File: config.mk
export PLATFORM = sky130hd
export DESIGN_NAME = alu_issue_stage
export DESIGN_NICKNAME = d
export VERILOG_FILES = /design/src/rtl/alu_pkg.sv /design/src/rtl/alu_control.sv /design/src/rtl/alu_issue_stage.sv
export SDC_FILE = /design/constraint.sdc
export NUM_CORES = 1
export LEC_CHECK = 0
export CORE_MARGIN = 2
export CORE_UTILIZATION = 50
export DETAILED_ROUTE_END_ITERATION = 10
export PLACE_DENSITY = 0.85
export SLEW_MARGIN = 20
export SYNTH_ARGS = -nofsm -noshare
export SYNTH_HDL_FRONTEND = slang
export SYNTH_SLANG_ARGS = --single-unit
File: constraint.sdc
create_clock -name clk -period 2.6 [get_ports clk]
set_input_delay 0.52 -clock clk [delete_from_list [all_inputs] [get_ports clk]]
set_output_delay 0.52 -clock clk [all_outputs]
set_load 0.05 [all_outputs]
File: src/rtl/alu_pkg.sv
// ALU encodings shared by the issue stage and the ALU.
package alu_pkg;

    localparam int unsigned CTRL_W  = 4;
    localparam int unsigned ALUOP_W = 2;

    localparam logic [CTRL_W-1:0] ALU_AND     = 4'b0000;
    localparam logic [CTRL_W-1:0] ALU_OR      = 4'b0001;
    localparam logic [CTRL_W-1:0] ALU_ADD     = 4'b0010;
    localparam logic [CTRL_W-1:0] ALU_SUB     = 4'b0110;
    localparam logic [CTRL_W-1:0] ALU_ILLEGAL = 4'b1111;

    localparam logic [ALUOP_W-1:0] ALUOP_MEM   = 2'b00;
    localparam logic [ALUOP_W-1:0] ALUOP_BR    = 2'b01;
    localparam logic [ALUOP_W-1:0] ALUOP_ARITH = 2'b10;

endpackage

File: src/rtl/alu_control.sv
// Combinational ALU-op / funct decode into the 4-bit ALU control word.
module alu_control
    import alu_pkg::*;
(
    input  logic [ALUOP_W-1:0] alu_op,
    input  logic [2:0]         funct3,
    input  logic               funct7b5,
    input  logic               is_imm,
    output logic [CTRL_W-1:0]  alu_control_c,
    output logic               illegal_c
);

    // Decode; anything not recognised falls through as illegal.
    always_comb begin
        alu_control_c = ALU_ILLEGAL;
        illegal_c     = 1'b1;
        case (alu_op)
            ALUOP_MEM: begin
                alu_control_c = ALU_ADD;
                illegal_c     = 1'b0;
            end
            ALUOP_BR: begin
                alu_control_c = ALU_SUB;
                illegal_c     = 1'b0;
            end
            ALUOP_ARITH: begin
                case (funct3)
                    3'b000: begin
                        // Immediate forms never subtract, even with bit 30 set.
                        alu_control_c = (funct7b5 && !is_imm) ? ALU_SUB : ALU_ADD;
                        illegal_c     = 1'b0;
                    end
                    3'b111: begin
                        alu_control_c = ALU_AND;
                        illegal_c     = 1'b0;
                    end
                    3'b110: begin
                        alu_control_c = ALU_OR;
                        illegal_c     = 1'b0;
                    end
                    default: ;
                endcase
            end
            default: ;
        endcase
    end

endmodule

File: src/rtl/alu_issue_stage.sv
// ID/EX issue stage ahead of the ALU: operand select, decode, 2-entry skid buffer.
// Optional operand forwarding from EX/WB when ALU_ISSUE_FWD_EN is defined.
module alu_issue_stage
    import alu_pkg::*;
#(
    parameter int unsigned XLEN       = 64,
    parameter int unsigned REG_ADDR_W = 5
) (
    input  logic                  clk,
    input  logic                  reset,
    input  logic                  flush,
    input  logic                  inValid,
    output logic                  inReady,
    input  logic [ALUOP_W-1:0]    inAluOp,
    input  logic [2:0]            inFunct3,
    input  logic                  inFunct7b5,
    input  logic                  inIsImm,
    input  logic [REG_ADDR_W-1:0] inRs1Addr,
    input  logic [REG_ADDR_W-1:0] inRs2Addr,
    input  logic [XLEN-1:0]       inRs1Data,
    input  logic [XLEN-1:0]       inRs2Data,
    input  logic [XLEN-1:0]       inImm,
    input  logic [REG_ADDR_W-1:0] inRd,
`ifdef ALU_ISSUE_FWD_EN
    input  logic                  exFwdValid,
    input  logic [REG_ADDR_W-1:0] exFwdRd,
    input  logic [XLEN-1:0]       exFwdData,
    input  logic                  wbFwdValid,
    input  logic [REG_ADDR_W-1:0] wbFwdRd,
    input  logic [XLEN-1:0]       wbFwdData,
`endif
    output logic                  outValid,
    input  logic                  outReady,
    output logic [XLEN-1:0]       x,
    output logic [XLEN-1:0]       y,
    output logic [CTRL_W-1:0]     aluControl,
    output logic [REG_ADDR_W-1:0] outRd,
    output logic                  outIllegal
);

    logic [XLEN-1:0]       rs1_value, rs2_value, new_y;
    logic [CTRL_W-1:0]     new_ctrl;
    logic                  new_ill;
    logic                  accept;

    logic                  skid_valid;
    logic [XLEN-1:0]       skid_x, skid_y;
    logic [CTRL_W-1:0]     skid_ctrl;
    logic [REG_ADDR_W-1:0] skid_rd;
    logic                  skid_ill;

    logic                  n_main_valid, n_skid_valid, n_in_ready;
    logic [XLEN-1:0]       n_x, n_y, n_skid_x, n_skid_y;
    logic [CTRL_W-1:0]     n_ctrl, n_skid_ctrl;
    logic [REG_ADDR_W-1:0] n_rd, n_skid_rd;
    logic                  n_ill, n_skid_ill;

    alu_control u_alu_control (
        .alu_op        (inAluOp),
        .funct3        (inFunct3),
        .funct7b5      (inFunct7b5),
        .is_imm        (inIsImm),
        .alu_control_c (new_ctrl),
        .illegal_c     (new_ill)
    );

    // Source operand values, with EX taking priority over WB; index 0 never forwards.
    always_comb begin
        rs1_value = inRs1Data;
        rs2_value = inRs2Data;
`ifdef ALU_ISSUE_FWD_EN
        if (inRs1Addr != '0) begin
            if (exFwdValid && exFwdRd == inRs1Addr)      rs1_value = exFwdData;
            else if (wbFwdValid && wbFwdRd == inRs1Addr) rs1_value = wbFwdData;
        end
        if (inRs2Addr != '0) begin
            if (exFwdValid && exFwdRd == inRs2Addr)      rs2_value = exFwdData;
            else if (wbFwdValid && wbFwdRd == inRs2Addr) rs2_value = wbFwdData;
        end
`else
        if (inRs1Addr == inRs2Addr) begin
            rs1_value = inRs1Data;
        end
`endif
    end

    assign new_y  = inIsImm ? inImm : rs2_value;
    assign accept = inValid && inReady && !flush;

    // Next state for main/skid entries; skid refills main as soon as main drains.
    always_comb begin
        n_main_valid = outValid;
        n_x          = x;
        n_y          = y;
        n_ctrl       = aluControl;
        n_rd         = outRd;
        n_ill        = outIllegal;
        n_skid_valid = skid_valid;
        n_skid_x     = skid_x;
        n_skid_y     = skid_y;
        n_skid_ctrl  = skid_ctrl;
        n_skid_rd    = skid_rd;
        n_skid_ill   = skid_ill;
        if (flush) begin
            n_main_valid = 1'b0;
            n_skid_valid = 1'b0;
        end else if (!outValid || outReady) begin
            if (skid_valid) begin
                // inReady is low while skid is full, so nothing is accepted here.
                n_main_valid = 1'b1;
                n_x          = skid_x;
                n_y          = skid_y;
                n_ctrl       = skid_ctrl;
                n_rd         = skid_rd;
                n_ill        = skid_ill;
                n_skid_valid = 1'b0;
            end else begin
                n_main_valid = accept;
                if (accept) begin
                    n_x    = rs1_value;
                    n_y    = new_y;
                    n_ctrl = new_ctrl;
                    n_rd   = inRd;
                    n_ill  = new_ill;
                end
            end
        end else if (accept) begin
            n_skid_valid = 1'b1;
            n_skid_x     = rs1_value;
            n_skid_y     = new_y;
            n_skid_ctrl  = new_ctrl;
            n_skid_rd    = inRd;
            n_skid_ill   = new_ill;
        end
        n_in_ready = !n_skid_valid;
    end

    // State registers; main entry drives the outputs directly.
    always_ff @(posedge clk) begin
        if (reset) begin
            inReady    <= 1'b0;
            outValid   <= 1'b0;
            x          <= '0;
            y          <= '0;
            aluControl <= ALU_AND;
            outRd      <= '0;
            outIllegal <= 1'b0;
            skid_valid <= 1'b0;
            skid_x     <= '0;
            skid_y     <= '0;
            skid_ctrl  <= ALU_AND;
            skid_rd    <= '0;
            skid_ill   <= 1'b0;
        end else begin
            inReady    <= n_in_ready;
            outValid   <= n_main_valid;
            x          <= n_x;
            y          <= n_y;
            aluControl <= n_ctrl;
            outRd      <= n_rd;
            outIllegal <= n_ill;
            skid_valid <= n_skid_valid;
            skid_x     <= n_skid_x;
            skid_y     <= n_skid_y;
            skid_ctrl  <= n_skid_ctrl;
            skid_rd    <= n_skid_rd;
            skid_ill   <= n_skid_ill;
        end
    end

endmodule

==> results.md <==
- The largest vdd supply drop is 0.5243 mV.
- Buffers added to address setup during post-CTS repair amount to 0.
- Counting both buffers and inverters, the worst setup path holds a total of 1.
- Setup violations remaining at the end of the flow were counted as 0.
- For this design, the sink count on the clock tree is ~280.
- By startpoint and endpoint, the worst setup path is classified as reg2out.
- Routability-driven placement finished with a final weighted congestion of about 0.77.
- The cell count after synthesis came out at 1314.
- Post-CTS repair changed the size of 0 cells.
- The sort of element at the end of the critical path is a primary output.
- The post-layout utilization of the core is 0.7060.
- The number of synthesized register bits is 279.
- In this design, the largest share of critical-path delay is due to buffers and inverters.
- The run finished with clean final reports.
- After clock tree synthesis, the flow added hold-fix buffers numbering 0.
- The overall die area is 24050 µm².
- The pin slew with the least headroom to its limit is about 0.6 ns.
- The routed via count divided by cell count is 5.483.
- The number of antenna diodes in the final layout is 0.
- Summed over all layers, the global routing overflow is 0.
- The mean cell area of the mapped netlist is 8.685 µm².
- For this design, the slowest cell found on the critical path is clkdlybuf4s50_1.
- The final cycle utilization of the critical path is 0.8781.
- The count of pins on the block boundary is 359.
- The initial antenna violation count was 0.
- The worst path in the final design needs a cycle of 2.283 ns, including I/O delays and setup.
- The number of global-route vias before repair is 10190.
- The final number of max-transition violations is 0.
- The worst-case headroom to the max-slew limit is 0.5984.
- In this run the number of H-tree levels came out at 1.
- The post-route DRC violation count is 0.
- The kind of launch point of the worst setup path is a flip-flop.
- The die width is 155.1 µm.
- In the final design database the tool counted between 1500 and 2000 nets.
- The count of routing violations after the opening detailed-route iteration is 513.
- The clock transition at the registers of the reported paths is 0.06 ns.
- Of the cells placed in the final design, the portion with a size suffix greater than 1 is 0.03861.
- Once detail routing completed, the nets flagged for antenna violations numbered 0.
- Once detailed placement completed, the half-perimeter wirelength came to roughly 21 mm.
- Entering global routing, the biggest net connects 109 pins.
- The post-synth net total is roughly 1500.
- The path class of the tightest hold or removal check is in2reg.
- Yosys printed 0 warnings.
- After synthesis, the netlist uses 28 different library cells.
- After routing, the total negative slack on setup checks comes to 0 ns.
- The most used flip-flop cell after synthesis is dfxtp_1.
- The delay of the slowest critical-path stage is 0.87 ns.
- The initial cell density of the core is 0.5071.
- The via count is 10370.
- The final clock skew is 0.01187 ns.
- The share of synthesized flip-flops with an asynchronous set or reset is 0.
- The number of hold-slack violations in the final timing report is 0.
- The maximum buffer depth of the clock tree is 3.
- The endpoint arrival time on the critical path is 1.76 ns.
- Compared with the post-synthesis result, the final layout area differs by 39.21%.
- The row count is 55.
- Derived from the worst setup path, the maximum achievable clock frequency is 438.0 MHz.
- In this run the vertical extent of the chip is 155.1 µm.
- At the worst endpoint, the required time is 2.08 ns.
- The overall global routing resource usage is 0.2484.
- Dividing the detail-routed wire length by the instance count gives 16.41 µm.
- The tree is rooted in a clkbuf_16.
- The largest fanout of any net on the critical path is 4.
- The share of the yosys chip area belonging to registers is 0.4894.
- Setup repair after global routing left no endpoint under its margin.
- For the worst-skew pair, the clock arrives at the later sink with an insertion delay of 0.53 ns.
- Walking the worst path, the cells encountered are clkdlybuf4s50_1.
- The total area inside the core boundary comes to 22500 µm².
- TritonCTS built the clock tree.
- The number of max-cap violations is 0.
- The power density over cell area is 595.4 nW/µm².
- The first-pass GRT wire length is 49.94 mm.
- Summed over all cells, the static leakage comes to 5.453 nW.
- In this run, synthesis inferred 0 flip-flops with an integrated enable.
- After synthesis the cells add up to around 11000 µm².
- Input and output buffers added on the ports amount to approximately 350.
- Buffers inserted during clock tree synthesis total 28.
- The first detailed-routing pass took 7 iterations.
- The final layout contains routed wiring with a total length of 31.04 mm.
-- area by class of cell --
class	count	area, µm²
Clock inverter	2	10.01
Tap cell	285	356.6
Multi-Input combinational cell	914	5298
Fill cell	1722	6616
Clock buffer	41	800.8
Sequential cell	279	5589
Timing Repair Buffer	368	3822
Inverter	2	10.01
-- registers in the layout, indices dropped and copies added, names as in the netlist --
name,count
skid_x,64
skid_y,64
x,64
y,64
outRd,5
skid_rd,5
aluControl,4
skid_ctrl,4
inReady,1
outIllegal,1
outValid,1
skid_ill,1
skid_valid,1
-- path summary, 6_finish.rpt --
path                                  from  slack [ns]       to  cells past startpoint
worst max-delay path               inReady        0.32  inReady                      1
worst min-delay path                 reset        0.39    y[14]                      2
worst max register to register  skid_valid        0.68    x[13]                      5
worst min register to register       y[27]        0.45    y[27]                      2
-- layout by cell type (no fill, tap or decap), types with 2 or more instances in the layout --
cell / count
nor2b_1: 2
nor2_1: 138
clkinv_2: 2
nand2_1: 276
buf_12: 15
clkdlybuf4s50_1: 346
a21oi_1: 141
a31oi_1: 2
nand3_1: 2
a211oi_1: 138
nand3b_1: 2
clkbuf_16: 29
nor3_4: 2
clkbuf_1: 9
a21o_1: 2
clkbuf_8: 4
mux2i_1: 133
buf_4: 6
nor3_1: 2
o211ai_1: 65
dfxtp_1: 278
-- routing by layer --
layer  up-vias  share of wire  global-route usage
met5         -              0                   0
met4         0          0.037             0.09392
met3        72          0.079             0.06156
met2       342           0.49              0.4485
met1      4803           0.39              0.2832
li1       5151              -                   -
-- power by group --
part / internal [W] / switching [W]
registers: 0.00438 / 0.0000557
logic: 0.000617 / 0.000776
clock network: 0.00210 / 0.00153
-- kinds of logic after synthesis --
group,after synthesis,share of synthesized area
compound gates,351,0.2003
mux,133,0.1167
flops,279,0.4894
simple gates,430,0.1461
buf+inv,121,0.04747
-- Yosys cell counts (all sizes together), types with 3 or more instances --
| cell | n | area [µm²] |
|---|---|---|
| nor3 | 4 | 36.29 |
| nand2 | 276 | 1036 |
| a21oi | 141 | 705.7 |
| dfxtp | 279 | 5585 |
| o211ai | 65 | 488.0 |
| buf | 64 | 327.8 |
| mux2i | 133 | 1331 |
| a211oi | 138 | 1036 |
| nor2 | 138 | 518.0 |
| clkbuf | 55 | 206.5 |
| nand3 | 3 | 15.01 |
-- metrics by stage --
stage / area (µm²) / setup WS [ns] / std cells / power (W) / hold WS, ns
CTS: 15890 / 0.2923 / 1891 / 0.009549 / 0.3812
finish: 15890 / 0.3168 / 1891 / 0.009458 / 0.3948
floorplan: 11410 / 0.7706 / 1314 / 0.005272 / 0.4360
global placement: 15080 / 0.2046 / 1848 / 0.005893 / 0.4369
detailed placement: 15080 / 0.1599 / 1848 / 0.005921 / 0.4422
global route: 15890 / 0.2695 / 1891 / 0.009804 / 0.4013
Power figures use the tool's default switching activity.
